## src/rtl/mux_n_reg.sv

```systemverilog
// mux_n_reg
//
// Registered N-way data selector with a valid/ready handshake on both sides.
// Each accepted transfer picks one WIDTH-bit word out of the packed in_data
// bus and delivers it one cycle later on out_data. Two storage slots (an
// output register plus one skid register) let in_ready come straight from a
// flop, so it never depends combinationally on out_ready, while streaming
// still runs at one word per cycle.
//
// Parameters
//   WIDTH  - bits per data word (each input and the output)
//   N_IN   - number of data inputs, 2..16
//   SEL_W  - select width, normally ceil(log2(N_IN)); it may be wider
//
// Ports
//   clk        in   clock, all state changes on the rising edge
//   rst        in   asynchronous active-high reset
//   in_data    in   N_IN packed words, word k at [k*WIDTH +: WIDTH]
//   sel        in   index of the word to pick, sampled on accept
//   in_valid   in   producer offers in_data/sel
//   in_ready   out  skid slot free, so a transfer can be accepted
//   flush      in   synchronous discard of everything held
//   out_data   out  selected word, registered
//   out_sel    out  effective index that produced out_data
//   out_valid  out  out_data holds an undelivered word
//   out_ready  in   consumer takes out_data this cycle
//   sel_err    out  sticky: an out-of-range select was accepted

module mux_n_reg #(
    parameter int WIDTH = 32,
    parameter int N_IN  = 4,
    parameter int SEL_W = 2
) (
    input  logic                    clk,
    input  logic                    rst,
    input  logic [N_IN*WIDTH-1:0]   in_data,
    input  logic [SEL_W-1:0]        sel,
    input  logic                    in_valid,
    output logic                    in_ready,
    input  logic                    flush,
    output logic [WIDTH-1:0]        out_data,
    output logic [SEL_W-1:0]        out_sel,
    output logic                    out_valid,
    input  logic                    out_ready,
    output logic                    sel_err
);

    localparam logic [31:0] N_IN_U = N_IN;

    logic [WIDTH-1:0] skid_data;
    logic [SEL_W-1:0] skid_sel;
    logic             skid_valid;

    logic             sel_oob;
    logic [SEL_W-1:0] eff_sel;
    logic [WIDTH-1:0] sel_word;
    logic             accept;
    logic             drain;

    // The accept handshake only looks at the skid slot, which keeps
    // in_ready a registered signal gated by reset.
    assign in_ready = ~skid_valid & ~rst;
    assign accept   = in_valid & in_ready;
    assign drain    = out_valid & out_ready;

    // Select decode: an out-of-range index falls back to input 0, and the
    // fallback index is what travels with the word as out_sel. The mux is a
    // priority loop rather than a variable part-select so that no index
    // ever reaches beyond the N_IN words, whatever SEL_W is.
    always_comb begin
        sel_oob  = ({{(32-SEL_W){1'b0}}, sel} >= N_IN_U);
        eff_sel  = sel_oob ? '0 : sel;
        sel_word = in_data[WIDTH-1:0];
        for (int k = 1; k < N_IN; k++) begin
            if (eff_sel == SEL_W'(k)) begin
                sel_word = in_data[k*WIDTH +: WIDTH];
            end
        end
    end

    // Output register and skid register. Flush wins over everything and
    // only drops the valid bits, leaving the last data/index visible.
    // When the output slot is free or emptying, it refills from the skid
    // first so ordering stays first-in first-out; the skid can only be
    // occupied while in_ready is low, so no accept competes with it then.
    // A word accepted while the output slot is stalled parks in the skid.
    always_ff @(posedge clk or posedge rst) begin
        if (rst) begin
            out_data   <= '0;
            out_sel    <= '0;
            out_valid  <= 1'b0;
            skid_data  <= '0;
            skid_sel   <= '0;
            skid_valid <= 1'b0;
        end else if (flush) begin
            out_valid  <= 1'b0;
            skid_valid <= 1'b0;
        end else if (!out_valid || drain) begin
            if (skid_valid) begin
                out_data   <= skid_data;
                out_sel    <= skid_sel;
                out_valid  <= 1'b1;
                skid_valid <= 1'b0;
            end else if (accept) begin
                out_data   <= sel_word;
                out_sel    <= eff_sel;
                out_valid  <= 1'b1;
            end else begin
                out_valid  <= 1'b0;
            end
        end else if (accept) begin
            skid_data  <= sel_word;
            skid_sel   <= eff_sel;
            skid_valid <= 1'b1;
        end
    end

    // Sticky select-error flag: any accepted out-of-range select sets it,
    // and only reset clears it. A flush discards the word but the fact
    // that a bad select was presented is still recorded.
    always_ff @(posedge clk or posedge rst) begin
        if (rst) begin
            sel_err <= 1'b0;
        end else if (accept && sel_oob) begin
            sel_err <= 1'b1;
        end
    end

endmodule

```

## config.mk

```make
export PLATFORM = sky130hd
export DESIGN_NAME = mux_n_reg
export DESIGN_NICKNAME = d
export VERILOG_FILES = /design/src/rtl/mux_n_reg.sv
export SDC_FILE = /design/constraint.sdc
export NUM_CORES = 1
export LEC_CHECK = 0
export CAP_MARGIN = 20
export CORE_ASPECT_RATIO = 0.9
export CORE_MARGIN = 3
export CORE_UTILIZATION = 32
export CTS_BUF_LIST = sky130_fd_sc_hd__clkbuf_4
export CTS_CLUSTER_DIAMETER = 60
export DETAILED_ROUTE_END_ITERATION = 8
export PLACE_DENSITY = 0.67
export SKIP_LAST_GASP = 1
export SYNTH_ARGS = -nofsm -noshare
export SYNTH_HDL_FRONTEND = slang
export SYNTH_SLANG_ARGS = --single-unit
```

## constraint.sdc

```tcl
create_clock -name clk -period 2.65 [get_ports clk]
set_clock_uncertainty 0.05 [all_clocks]
set_input_delay 0.53 -clock clk [delete_from_list [all_inputs] [get_ports clk]]
set_output_delay 0.53 -clock clk [all_outputs]
set_load 0.01 [all_outputs]
```

==> qor.yml, run 1 <==
status: "complete, no violations"
dp_cells: 546
synthTopCellsByArea: "dfrtp_1, mux2_2, mux4_2, mux2_4, mux4_1"
hold_path.class: "register to register"
initial_utilization: 0.337
critPathMaxFanout: 3
crit_type: "primary input to primary output"
nets: 536
drc: 0
cp_cell_sequence: "clkdlybuf4s50_1 -> nor2_1 -> clkdlybuf4s50_1"
synth-seq-cells: 70
grt_pass1_wl_um: 16000
syn-num-nets: 369
irDropWorstVdd_v: 0.000354
gp_congestion: 0.721
clock_latency_ps: 410
dpl.hpwl_um: 7090
cts.sinks: 70
antenna_left: 0
power.leakage_nw: 2.43
setup_tns_ps: 0
dp_slack_ps: 282
synth_cell_type_count: 21
post-route-period-util: 0.869
cp.required_ps: 2070
syn_to_final_growth_pct: 48.5
drive_gt1_frac: 0.373
layout_setup_ws_ps: 347
synth_top_area_frac: 0.442
die_h_um: 112
num_vias: 2754
syn_inst: 234
crit_slowest_cell: "clkdlybuf4s50_1"
synth_warnings: 0
fillCellCount: 1037
ctsHtreeMaxLevel: 3
grt_max_degree: 71
worst_slew_pin_slew_ps: 870
core_area_um2: 11800
synth_area_um2: 3970
max-slew-margin-rel: 0.420
antenna_found_initial: 0
cts_max_path_buffers: 2
multiInputGateArea_um2: 2060
antenna_cells: 0
drv_cap: 0
crit_start: "rst"
fin_crit_ps: 2300
critPathBufInv: 2
drt_first_pass_iters: 4
overflow: 0
fp-row-count: 37
cts_root_buf: "clkbuf_4"
grt_use_total: 0.149
post_cts_buffers: 0
drt_wl_total_um: 9970
power.total_mw: 3.06
report.final.setup_viol: 0
yosysSeqAreaShare: 0.442
path_common_cell: "clkdlybuf4s50_1"
io_buffers: 170
cts_tree: "yes"
fmax_ghz: 0.434
synth_area_per_cell_um2: 17.0
critical-path-top-delay-family: "buffers and inverters"
ios: 172
viasPerCell: 4.91
die-area_um2: 13800
path_clk_slew_ps: 110
slew_viol_final: 0
final_hold_viol_count: 0
worst_setup_path_start_kind: "primary input"
first_global_vias: 3030
cts_resized: 0
fin_util: 0.501
cp-end-kind: "primary output"
cts_hold_buf: 0
rsz0062_at_grt: "no"
final_cell_count_no_fill: 561
wl_per_cell_um: 17.8
cts-buffers-inserted: 9
r2r-start: "skid_valid$_DFFE_PP0P_"
crit_arrival_ps: 1720
fp.dieW_um: 123
powerDensity_nw_per_um2: 520
cpPeakStageDelay_ps: 570
register_area_um2: 1750
hold_start: "out_sel[0]$_DFFE_PP0P_"
drt_iter0_markers: 123
synth_top_cell_by_area: "dfrtp_1"
-- stage by stage --
stage / hold WS, ps / cell area [um2]
after floorplan: 424 / 3970
after global placement: 425 / 5790
after detailed placement: 439 / 5790
after CTS: 463 / 5890
after global routing: 483 / 5890
final: 459 / 5890
-- worst reg2reg max path, stage by stage (launching register included) --
cell and delay (ps):
dfrtp_1 470, inv_2 360, a211oi_4 360, buf_12 310, mux2_2 380
-- per-layer routing --
metal  GRT usage  up-vias  wire length (um)
met2       0.247      101              4970
met3      0.0442        8               776
met4      0.0399        0               118
met1       0.190     1410              4110
li1            -     1235                 -
met5           0        -                 0
-- path summary, 6_finish.rpt --
| check | endpoint | slack [ps] | cells after the start |
|---|---|---|---|
| max in group asynchronous | skid_data[10]$_DFFE_PP0P_ | 1700 | 3 |
| setup reg to reg | out_data[28]$_DFFE_PP0P_ | 600 | 4 |
| min in group asynchronous | out_valid$_DFFE_PP0N_ | 530 | 3 |
| hold / removal | out_sel[0]$_DFFE_PP0P_ | 460 | 1 |
| setup / recovery | in_ready | 350 | 3 |
| hold reg to reg | out_sel[0]$_DFFE_PP0P_ | 460 | 1 |
-- report_power, final --
part	switching [mW]	leakage, nW	total [mW]	internal (mW)
Clock	0.351	0.0623	0.564	0.213
Combinational	0.325	1.49	1.08	0.754
Sequential	0.125	0.878	1.42	1.30
-- state kept, by name, indices dropped and copies added, names as in the netlist --
signal,cells
out_data,32
skid_data,32
out_sel,2
skid_sel,2
out_valid,1
skid_valid,1
-- cell type report --
class                   instances  area share
clock inverters                 3     0.00212
flip-flops and latches         70       0.297
multi-input cells             144       0.350
well taps                     156      0.0331
repair buffers                174       0.301
inverters                       2     0.00127
clock buffers                  12      0.0153
-- cells in the final DEF, fill, tap and decap left out --
| cell type | count |
|---|---|
| nor2b_1 | 1 |
| nand4b_1 | 1 |
| nor3_1 | 1 |
| nor2_1 | 1 |
| a211oi_4 | 1 |
| conb_1 | 1 |
| clkbuf_4 | 12 |
| mux4_1 | 4 |
| dfrtp_1 | 70 |
| clkdlybuf4s50_1 | 168 |
| clkinv_1 | 2 |
| a21oi_1 | 2 |
| mux2_1 | 1 |
| clkinv_2 | 1 |
| mux2_4 | 28 |
| inv_2 | 2 |
| mux4_2 | 28 |
| mux2_2 | 73 |
| buf_12 | 4 |
| nand2b_1 | 2 |
| buf_2 | 2 |
-- logic make-up after synthesis --
logic type,Yosys count,share of synthesized area
simple gates,6,0.00915
flops,70,0.442
other cells,1,0.000945
mux,134,0.502
compound gates,3,0.00757
buf+inv,20,0.0391
-- cell usage after synthesis --
library cell  number
buf_4              3
inv_2              1
nor3_1             1
buf_12             3
a211oi_4           1
a21oi_1            2
mux2_4            28
buf_6              2
nand2b_1           2
inv_1              1
mux2_1             1
mux2_2            73
nor2_1             1
dfrtp_1           70
conb_1             1
mux4_2            28
clkbuf_1           6
mux4_1             4
nand4b_1           1
nor2b_1            1
buf_2              4
No activity file was read; power rests on OpenSTA's default activity.
==> run 2: changes to the inputs <==
PLACE_DENSITY = unset   (was 0.67)
PLACE_DENSITY_LB_ADDON = 0.08   (was unset)
==> qor.yml, run 2 (same netlist as run 1, synthesis figures left out) <==
status: "complete, no violations"
dpl.hpwl_um: 6930
cp-end-kind: "primary output"
final_hold_viol_count: 0
cts_tree: "yes"
worst_slew_pin_slew_ps: 824
grt_pass1_wl_um: 14900
grt_use_total: 0.141
rsz0062_at_grt: "no"
rr_endpoint: "out_data[31]$_DFFE_PP0P_"
cpPeakStageDelay_ps: 550
drive_gt1_frac: 0.377
r2r_setup_slack_ps: 680
die_h_um: 112
grt_max_degree: 65
ff2ff_path_depth: 4
cp.required_ps: 2070
overflow: 0
final_cell_count_no_fill: 564
dp_cells: 548
top_layer: "met4"
drv_cap: 0
setup_tns_ps: 0
layout_setup_ws_ps: 388
dp_slack_ps: 266
hold_path.class: "primary input to async pin"
cts_root_buf: "clkbuf_4"
fillCellCount: 1066
ctsHtreeMaxLevel: 3
drt_first_pass_iters: 4
ios: 172
nets: 538
worst_setup_path_start_kind: "primary input"
cts.sinks: 70
first_global_vias: 2818
critPathMaxFanout: 3
path_common_cell: "clkdlybuf4s50_1"
r2r-start: "skid_valid$_DFFE_PP0P_"
syn_to_final_growth_pct: 49.5
drt_iter0_markers: 108
antenna_found_initial: 0
crit_arrival_ps: 1680
irDropWorstVdd_v: 0.000226
final_cell_mix: "clkdlybuf4s50_1, mux2_2, dfrtp_1"
io_buffers: 170
crit_type: "primary input to primary output"
fp.dieW_um: 123
cts_hold_buf: 0
max-slew-margin-rel: 0.451
critical-path-top-delay-family: "buffers and inverters"
cts-buffers-inserted: 9
fin_util: 0.504
core_area_um2: 11800
cts_max_path_buffers: 2
viasPerCell: 4.84
powerDensity_nw_per_um2: 530
cts_resized: 0
reg.largest.list: "out_data: 32 flops, skid_data: 32 flops"
final_common_cell: "clkdlybuf4s50_1"
drt_wl_total_um: 9570
wl_per_cell_um: 17.0
wl_met1_um: 3940
met2WireLength_um: 4780
power.leakage_nw: 2.45
path_clk_slew_ps: 110
crit_slowest_cell: "clkdlybuf4s50_1"
power.total_mw: 3.14
critPathBufInv: 2
num_vias: 2731
post_cts_buffers: 0
drc: 0
report.final.setup_viol: 0
cp_cell_sequence: "clkdlybuf4s50_1 -> nor2_1 -> clkdlybuf4s50_1"
fin_crit_ps: 2260
antenna_cells: 0
gp_congestion: 0.691
antenna_left: 0
post-route-period-util: 0.853
slew_viol_final: 0
clock_latency_ps: 400
wl_met3_um: 773
initial_utilization: 0.337
die-area_um2: 13800
fp-row-count: 37
fmax_ghz: 0.442
run 2: worst register-to-register path: stages, from the launching register on:
cell	delay (ps)
dfrtp_1	460
inv_2	340
buf_4	370
mux2_2	390
mux2_2	260
run 2: power breakdown:
| group | switching, mW | internal, mW |
|---|---|---|
| clock network | 0.362 | 0.288 |
| logic | 0.322 | 0.756 |
| registers | 0.117 | 1.30 |
run 2: how the worst max path moves through the flow:
stage | start | slack (ps) | end | cells after the start
finish | rst | 390 | in_ready | 3
detailed placement | sel[1] | 270 | out_data[17]$_DFFE_PP0P_ | 4
global placement | sel[1] | 260 | out_data[17]$_DFFE_PP0P_ | 4
CTS | rst | 390 | in_ready | 3
floorplan | rst | 130 | out_valid$_DFFE_PP0N_ | 3
global route | rst | 360 | in_ready | 3
run 2: layout make-up:
| class | count | area [um2] | area share |
|---|---|---|---|
| Clock inverter | 6 | 52.6 | 0.00886 |
| Sequential cell | 70 | 1750 | 0.295 |
| Inverter | 2 | 8.76 | 0.00148 |
| Clock buffer | 10 | 75.1 | 0.0127 |
| Multi-Input combinational cell | 144 | 2060 | 0.347 |
| Timing Repair Buffer | 176 | 1790 | 0.301 |
| Tap cell | 156 | 195 | 0.0329 |
run 2: through the flow:
stage / instance area (um2) / hold WS (ps)
after floorplan: 3970 / 424
after global placement: 5800 / 421
after detailed placement: 5800 / 427
after CTS: 5930 / 276
after global routing: 5930 / 278
final: 5930 / 321
run 2: per-layer routing:
| metal | vias up | GRT usage |
|---|---|---|
| li1 | 1247 | - |
| met1 | 1375 | 0.170 |
| met2 | 104 | 0.234 |
| met3 | 5 | 0.0579 |
| met4 | 0 | 0.0332 |
| met5 | - | 0 |
